`src/rtl/spi_pkg.sv`:
```
// Frame layout and FSM encoding shared by the SPI slave register bank and its bench.
package spi_pkg;

   localparam int RD_FLAG_BIT = 7;
   localparam int FRAME_BITS  = 16;
   localparam int ADDR_BITS   = FRAME_BITS / 2;

   typedef enum logic [2:0] {
      ST_IDLE,
      ST_ADDR,
      ST_DATA_WR,
      ST_DATA_RD,
      ST_DONE
   } spi_state_e;

   // Register indices arrive as 7 bits but the bank may be smaller.
   function automatic logic idx_in_range(input logic [6:0] idx, input int reg_num);
      return int'(idx) < reg_num;
   endfunction

endpackage

```
`src/rtl/spi_slave_regfile_if.sv`:
```
// SPI pin bundle between an SPI master and the slave register bank.
interface spi_slave_regfile_if;

   logic spi_cs;
   logic spi_sclk;
   logic spi_mosi;
   logic spi_miso;

   modport master (
      output spi_cs,
      output spi_sclk,
      output spi_mosi,
      input  spi_miso
   );

   modport slave (
      input  spi_cs,
      input  spi_sclk,
      input  spi_mosi,
      output spi_miso
   );

endinterface

```
`src/rtl/spi_sync_edge.sv`:
```
// Two-flop synchronizer for an idle-high SPI pin, with one-cycle rise/fall pulses
// derived from the synchronized level and a registered copy of it.
module spi_sync_edge (
   input  logic aclk,
   input  logic aresetn,
   input  logic din,
   output logic rise,
   output logic fall
);

   logic [1:0] sync_q, sync_d;
   logic       prev_q, prev_d;

   always_comb begin
      sync_d = {sync_q[0], din};
      prev_d = sync_q[1];
   end

   // NOTE: sequential state uses non-blocking assignments only, so every flop
   // samples the pre-edge value of its neighbours.
   always_ff @(posedge aclk or negedge aresetn) begin
      if (!aresetn) begin
         sync_q <= 2'b11;
         prev_q <= 1'b1;
      end else begin
         sync_q <= sync_d;
         prev_q <= prev_d;
      end
   end

   assign rise = sync_q[1] & ~prev_q;
   assign fall = ~sync_q[1] & prev_q;

endmodule

```
`src/rtl/spi_slave_regfile.sv`:
```
// SPI slave register bank: decodes 16-bit address+data frames on oversampled pins
// and reads/writes an 8-bit register array that local logic can also update.
module spi_slave_regfile
   import spi_pkg::*;
#(
   parameter int REG_NUM = 16
) (
   input  logic                       aclk,
   input  logic                       aresetn,
   spi_slave_regfile_if.slave         spi,
   output logic [REG_NUM*8-1:0]       regs,
   input  logic                       upd_en,
   input  logic [$clog2(REG_NUM)-1:0] upd_addr,
   input  logic [7:0]                 upd_data,
   output logic                       wr_valid,
   output logic [6:0]                 wr_addr,
   output logic                       frame_err
);

   localparam int IDX_W = $clog2(REG_NUM);

   logic cs_rise, cs_fall;
   logic sclk_rise, sclk_fall;

   spi_sync_edge u_cs_sync (
      .aclk    (aclk),
      .aresetn (aresetn),
      .din     (spi.spi_cs),
      .rise    (cs_rise),
      .fall    (cs_fall)
   );

   spi_sync_edge u_sclk_sync (
      .aclk    (aclk),
      .aresetn (aresetn),
      .din     (spi.spi_sclk),
      .rise    (sclk_rise),
      .fall    (sclk_fall)
   );

   logic [1:0]  mosi_q, mosi_d;
   spi_state_e  state_q, state_d;
   logic [2:0]  bit_cnt_q, bit_cnt_d;
   logic [7:0]  addr_q, addr_d;
   logic [7:0]  data_q, data_d;
   logic [7:0]  tx_q, tx_d;
   logic        miso_q, miso_d;
   logic        wr_valid_q, wr_valid_d;
   logic [6:0]  wr_addr_q, wr_addr_d;
   logic        frame_err_q, frame_err_d;
   logic [7:0]  regs_q [REG_NUM];
   logic [7:0]  regs_d [REG_NUM];

   // NOTE: every variable gets its default before the case statement, so no
   // path through this block can leave a latch behind.
   always_comb begin
      mosi_d      = {mosi_q[0], spi.spi_mosi};
      state_d     = state_q;
      bit_cnt_d   = bit_cnt_q;
      addr_d      = addr_q;
      data_d      = data_q;
      tx_d        = tx_q;
      miso_d      = miso_q;
      wr_valid_d  = 1'b0;
      wr_addr_d   = wr_addr_q;
      frame_err_d = 1'b0;
      regs_d      = regs_q;

      // Local write first; an SPI commit in the same cycle overrides it below.
      if (upd_en && idx_in_range(7'(upd_addr), REG_NUM)) begin
         regs_d[upd_addr] = upd_data;
      end

      unique case (state_q)
         ST_IDLE: begin
            miso_d = 1'b1;
            if (cs_fall) begin
               state_d   = ST_ADDR;
               bit_cnt_d = '0;
            end
         end

         ST_ADDR: begin
            if (cs_rise) begin
               state_d     = ST_IDLE;
               frame_err_d = 1'b1;
               miso_d      = 1'b1;
            end else if (sclk_rise) begin
               addr_d    = {addr_q[6:0], mosi_q[1]};
               bit_cnt_d = bit_cnt_q + 3'd1;
               if (bit_cnt_q == 3'd7) begin
                  if (addr_d[RD_FLAG_BIT]) begin
                     state_d = ST_DATA_RD;
                     tx_d    = idx_in_range(addr_d[6:0], REG_NUM) ?
                               regs_q[addr_d[IDX_W-1:0]] : 8'h00;
                  end else begin
                     state_d = ST_DATA_WR;
                  end
               end
            end
         end

         ST_DATA_WR: begin
            if (cs_rise) begin
               state_d     = ST_IDLE;
               frame_err_d = 1'b1;
               miso_d      = 1'b1;
            end else if (sclk_rise) begin
               data_d    = {data_q[6:0], mosi_q[1]};
               bit_cnt_d = bit_cnt_q + 3'd1;
               if (bit_cnt_q == 3'd7) begin
                  state_d    = ST_DONE;
                  wr_valid_d = 1'b1;
                  wr_addr_d  = addr_q[6:0];
                  if (idx_in_range(addr_q[6:0], REG_NUM)) begin
                     regs_d[addr_q[IDX_W-1:0]] = data_d;
                  end
               end
            end
         end

         ST_DATA_RD: begin
            if (cs_rise) begin
               state_d     = ST_IDLE;
               frame_err_d = 1'b1;
               miso_d      = 1'b1;
            end else begin
               // Drive on falling edges so the master sees a stable bit at its rising edge.
               if (sclk_fall) begin
                  miso_d = tx_q[7];
                  tx_d   = {tx_q[6:0], 1'b0};
               end
               if (sclk_rise) begin
                  bit_cnt_d = bit_cnt_q + 3'd1;
                  if (bit_cnt_q == 3'd7) begin
                     state_d = ST_DONE;
                     miso_d  = 1'b1;
                  end
               end
            end
         end

         ST_DONE: begin
            miso_d = 1'b1;
            if (cs_rise) begin
               state_d = ST_IDLE;
            end
         end

         default: begin
            state_d = ST_IDLE;
            miso_d  = 1'b1;
         end
      endcase
   end

   always_ff @(posedge aclk or negedge aresetn) begin
      if (!aresetn) begin
         mosi_q      <= 2'b11;
         state_q     <= ST_IDLE;
         bit_cnt_q   <= '0;
         addr_q      <= '0;
         data_q      <= '0;
         tx_q        <= '0;
         miso_q      <= 1'b1;
         wr_valid_q  <= 1'b0;
         wr_addr_q   <= '0;
         frame_err_q <= 1'b0;
         // NOTE: the bank is a set of visible registers with defined reset values,
         // so it is reset in full here rather than treated as an uninitialised RAM.
         for (int i = 0; i < REG_NUM; i++) begin
            regs_q[i] <= 8'h00;
         end
      end else begin
         mosi_q      <= mosi_d;
         state_q     <= state_d;
         bit_cnt_q   <= bit_cnt_d;
         addr_q      <= addr_d;
         data_q      <= data_d;
         tx_q        <= tx_d;
         miso_q      <= miso_d;
         wr_valid_q  <= wr_valid_d;
         wr_addr_q   <= wr_addr_d;
         frame_err_q <= frame_err_d;
         regs_q      <= regs_d;
      end
   end

   for (genvar i = 0; i < REG_NUM; i++) begin : g_regs_flat
      assign regs[8*i +: 8] = regs_q[i];
   end

   assign spi.spi_miso = miso_q;
   assign wr_valid     = wr_valid_q;
   assign wr_addr      = wr_addr_q;
   assign frame_err    = frame_err_q;

endmodule

```
`src/flat_wrapper.sv`:
```
// flat-port wrapper written by rule: the top's interface ports become plain ports
module spi_slave_regfile_flat import spi_pkg::*;
#(
   parameter int REG_NUM = 16
)
  (aclk, aresetn, regs, upd_en, upd_addr, upd_data, wr_valid, wr_addr, frame_err, spi_spi_cs, spi_spi_sclk, spi_spi_mosi, spi_spi_miso);
  spi_slave_regfile_if spi_i ();
  input  logic aclk;
  input  logic aresetn;
  output logic [REG_NUM*8-1:0] regs;
  input  logic upd_en;
  input  logic [$clog2(REG_NUM)-1:0] upd_addr;
  input  logic [7:0] upd_data;
  output logic wr_valid;
  output logic [6:0] wr_addr;
  output logic frame_err;
  input wire logic [$bits(spi_i.spi_cs)-1:0] spi_spi_cs;
  input wire logic [$bits(spi_i.spi_sclk)-1:0] spi_spi_sclk;
  input wire logic [$bits(spi_i.spi_mosi)-1:0] spi_spi_mosi;
  output wire logic [$bits(spi_i.spi_miso)-1:0] spi_spi_miso;
  assign spi_i.spi_cs = spi_spi_cs;
  assign spi_i.spi_sclk = spi_spi_sclk;
  assign spi_i.spi_mosi = spi_spi_mosi;
  assign spi_spi_miso = spi_i.spi_miso;
  spi_slave_regfile #(.REG_NUM(REG_NUM)) u_core (.aclk(aclk), .aresetn(aresetn), .spi(spi_i), .regs(regs), .upd_en(upd_en), .upd_addr(upd_addr), .upd_data(upd_data), .wr_valid(wr_valid), .wr_addr(wr_addr), .frame_err(frame_err));
endmodule
```
`config.mk`:
```
export PLATFORM = sky130hd
export DESIGN_NAME = spi_slave_regfile_flat
export DESIGN_NICKNAME = d
export VERILOG_FILES = /design/src/rtl/spi_pkg.sv /design/src/rtl/spi_slave_regfile_if.sv /design/src/rtl/spi_sync_edge.sv /design/src/rtl/spi_slave_regfile.sv /design/src/flat_wrapper.sv
export SDC_FILE = /design/constraint.sdc
export NUM_CORES = 1
export LEC_CHECK = 0
export CAP_MARGIN = 15
export CORE_AREA = 4 4 136 138
export DETAILED_ROUTE_END_ITERATION = 8
export DIE_AREA = 0 0 140 142
export GPL_TIMING_DRIVEN = 0
export PLACE_DENSITY = 0.8
export SLEW_MARGIN = 10
export SYNTH_ARGS = -nofsm -noshare
export SYNTH_HDL_FRONTEND = slang
export SYNTH_SLANG_ARGS = --single-unit
```
`constraint.sdc`:
```
create_clock -name aclk -period 3 [get_ports aclk]
set_input_delay 0.45 -clock aclk [delete_from_list [all_inputs] [get_ports aclk]]
set_output_delay 0.45 -clock aclk [all_outputs]
set_load 0.03 [all_outputs]
```
==> flow_metrics.tcl <==
set metrics [dict create \
    period_share 1.05 \
    internal-power_mw 5.71 \
    die_w_um 140 \
    cts-htree-levels 4 \
    crit_path_start_kind "flop" \
    cts_root_buf "clkbuf_16" \
    antenna_found_initial 0 \
    final_area_mm2 0.0117 \
    p_clk_frac 0.246 \
    drive_above_1_share 0.119 \
    grt_max_degree 112 \
    finClkSkew_ps 8.03 \
    finalHoldViolCount 0 \
    grt_pass1_vias 8080 \
    yosysWarnings 0 \
    drc 0 \
    outcome "finished, violations left" \
    dr.pass1.iters 6 \
    synthCells 881 \
    cts_buffers 17 \
    leakage_nw 4.73 \
    diodes 0 \
    multiInputGateArea_mm2 0.00447 \
    clk_pin_slew_ps 70 \
    routedWlPerCell_um 23.6 \
    clk_latency_ps 440 \
    drtIter0Drc 969 \
    seq_area_mm2 0.00437 \
    synth.avg_cell_area_um2 10.4 \
    relSlewSlack 0.214 \
    syn_to_final_growth_pct 27.7 \
    cts_max_path_buffers 2 \
    arrival_ps 3500 \
    synth_top_cell_by_area "dfrtp_1" \
    synth_cell_types 48 \
    powerDensity_mw_per_mm2 813 \
    rsz0062_at_grt "true" \
    power_frac_seq 0.353 \
    ys_seq_area_frac 0.478 \
    switching_share 0.398 \
    synth.top_cell.area_share 0.452 \
    path_max_fanout 10 \
    end_kind "flop" \
    violations "negative setup slack" \
    peakVddDrop_mv 0.497 \
    period_minus_slack_ps 3140 \
    synth_nets 901 \
    cap_violations 0 \
    fillCellCount 1333 \
    cts.sinks 174 \
    hp-class "reg2reg" \
    setup_slack_ps -140 \
    ant_nets 0 \
    gp_congestion 0.923 \
    comb_power_share 0.401 \
    final_util 0.679 \
    wl_um 30500 \
    synth_edf_count 0 \
    vias 8177 \
    grt-ovfl-total 0 \
    die_y_um 142 \
    setup_viol 31 \
    finalMaxSlewViolations 0 \
    synthFlopType "dfrtp_1" \
    fin_setup_tns_ps -2270 \
    cts_tree "yes" \
    rows 48 \
    yosys_register_bits 174 \
    grt_util_all_layers 0.304 \
    hpwl_um 21300 \
    port_buffers 153 \
    post_dp_cell_area_mm2 0.0110 \
    tightest_slew_ps 1170 \
    ios 156 \
    grt_pass1_wl_um 46400 \
    critPathRequiredTime_ps 3360 \
    max_freq_ghz 0.318 \
    holdWs_ps 356 \
    critical_path_class "reg2reg" \
    switching_power_mw 3.77 \
    initial_utilization 0.532 \
    synthesis.area_mm2 0.00914 \
    ys_async_sr_fraction 1.00 \
    die_area_mm2 0.0199 \
    route.detailed.vias_per_inst 6.32 \
    synth.area.top_cells "dfrtp_1, mux2i_1, nand2_1" \
    fin_nets 1075 \
    coreArea_mm2 0.0172 \
]
[metal layers]
layer / wire [µm] / global-route usage
met2: 14300 / 0.488
met1: 11600 / 0.399
met3: 3480 / 0.0847
met4: 1150 / 0.116
met5: 0 / 0
[final timing paths]
kind	start	to	slack, ps	cells past startpoint
setup / recovery	u_core.bit_cnt_q[1]	u_core.regs[78]	-140	9
setup reg to reg	u_core.bit_cnt_q[1]	u_core.regs[78]	-140	9
max in group asynchronous	aresetn	u_core.regs[56]	1540	3
hold reg to reg	u_core.u_cs_sync.sync_q[0]	u_core.u_cs_sync.sync_q[1]	360	0
min in group asynchronous	aresetn	u_core.regs[69]	540	2
hold / removal	u_core.u_cs_sync.sync_q[0]	u_core.u_cs_sync.sync_q[1]	360	0
[metrics by stage]
stage,power (mW),std cells,setup slack (ps)
after floorplan,5.47,881,649
after global placement,6.99,1259,-5720
after detailed placement,7.06,1260,-108
after CTS,9.40,1293,-130
after global routing,9.80,1293,-226
final,9.48,1293,-140
[sequential cells by signal, summed over array words and instances (netlist names), 2 cells and up]
signal,count
u_core.regs,128
u_core.tx_q,8
u_core.addr_q,7
u_core.data_q,7
u_core.wr_addr,7
u_core.bit_cnt_q,3
u_core.state_q,3
u_core.mosi_q,2
u_core.u_cs_sync.sync_q,2
u_core.u_sclk_sync.sync_q,2
[critical path: stages, from the launching register on]
cell      delay (ps)
dfrtp_1          360
ha_1             160
ha_1             190
nand3b_1         200
nand2b_1         290
clkbuf_1         320
nor4_2           780
clkbuf_1         500
nand2_1          110
o21ai_1          140
[logic make-up (layout without fill, tap and decap cells)]
family / count (synthesis) / in the layout / share of synthesized area
and+or+nand+nor: 257 / 257 / 0.130
AOI/OAI and AO/OA: 187 / 187 / 0.123
muxes: 183 / 183 / 0.227
DFF: 174 / 174 / 0.478
buffers and inverters: 78 / 265 / 0.0390
adders and majority gates: 2 / 2 / 0.00274
[synth_stat cells (8+ instances only)]
cell type  number
dfrtp_1       165
mux2i_1       150
nand2_1       146
o21ai_0        98
clkbuf_1       54
nor2_1         47
a21oi_1        23
a21oi_2        20
mux4_2         18
mux2_2         15
nand2b_1       13
buf_1           9
dfstp_2         9
nor4_1          9
nor3_1          8
o31ai_1         8
[power groups by stage]
stage / Combinational, mW / Clock (mW) / Sequential [mW]
4_1_cts: 3.75 / 2.34 / 3.32
2_1_floorplan: 1.47 / 0 / 4.00
6_report: 3.80 / 2.34 / 3.35
3_5_place_dp: 3.71 / 0 / 3.35
5_1_grt: 3.97 / 2.44 / 3.39
3_3_place_gp: 3.64 / 0 / 3.35
[timing repair]
item	in CTS	in global routing
endpoints found under the hold margin	56	0
gates resized for setup	2	8
endpoints found under the setup margin	32	83
hold buffers	1	0
buffers inserted	0	0
[layout make-up]
class	instances	area share
Multi-Input combinational cell	629	0.383
Inverter	5	0.00204
Buffer	72	0.0284
Timing Repair Buffer	156	0.135
Clock buffer	18	0.0368
Sequential cell	174	0.374
Clock inverter	14	0.0160
Tap cell	225	0.0241
[layout by cell type (no fill, tap or decap), drive strengths merged, types with 3 or more instances in the layout]
master,count
a21o,3
a21oi,43
a221oi,7
a22oi,7
buf,20
bufinv,3
clkbuf,73
clkdlybuf4s50,152
clkinv,7
dfrtp,165
dfstp,9
inv,8
mux2,15
mux2i,150
mux4,18
nand2,146
nand2b,13
nand3,4
nand3b,7
nor2,49
nor2b,4
nor3,9
nor4,9
o21ai,102
o221ai,7
o22ai,7
o31ai,8
or3,6
No activity file was read; power rests on OpenSTA's default activity.
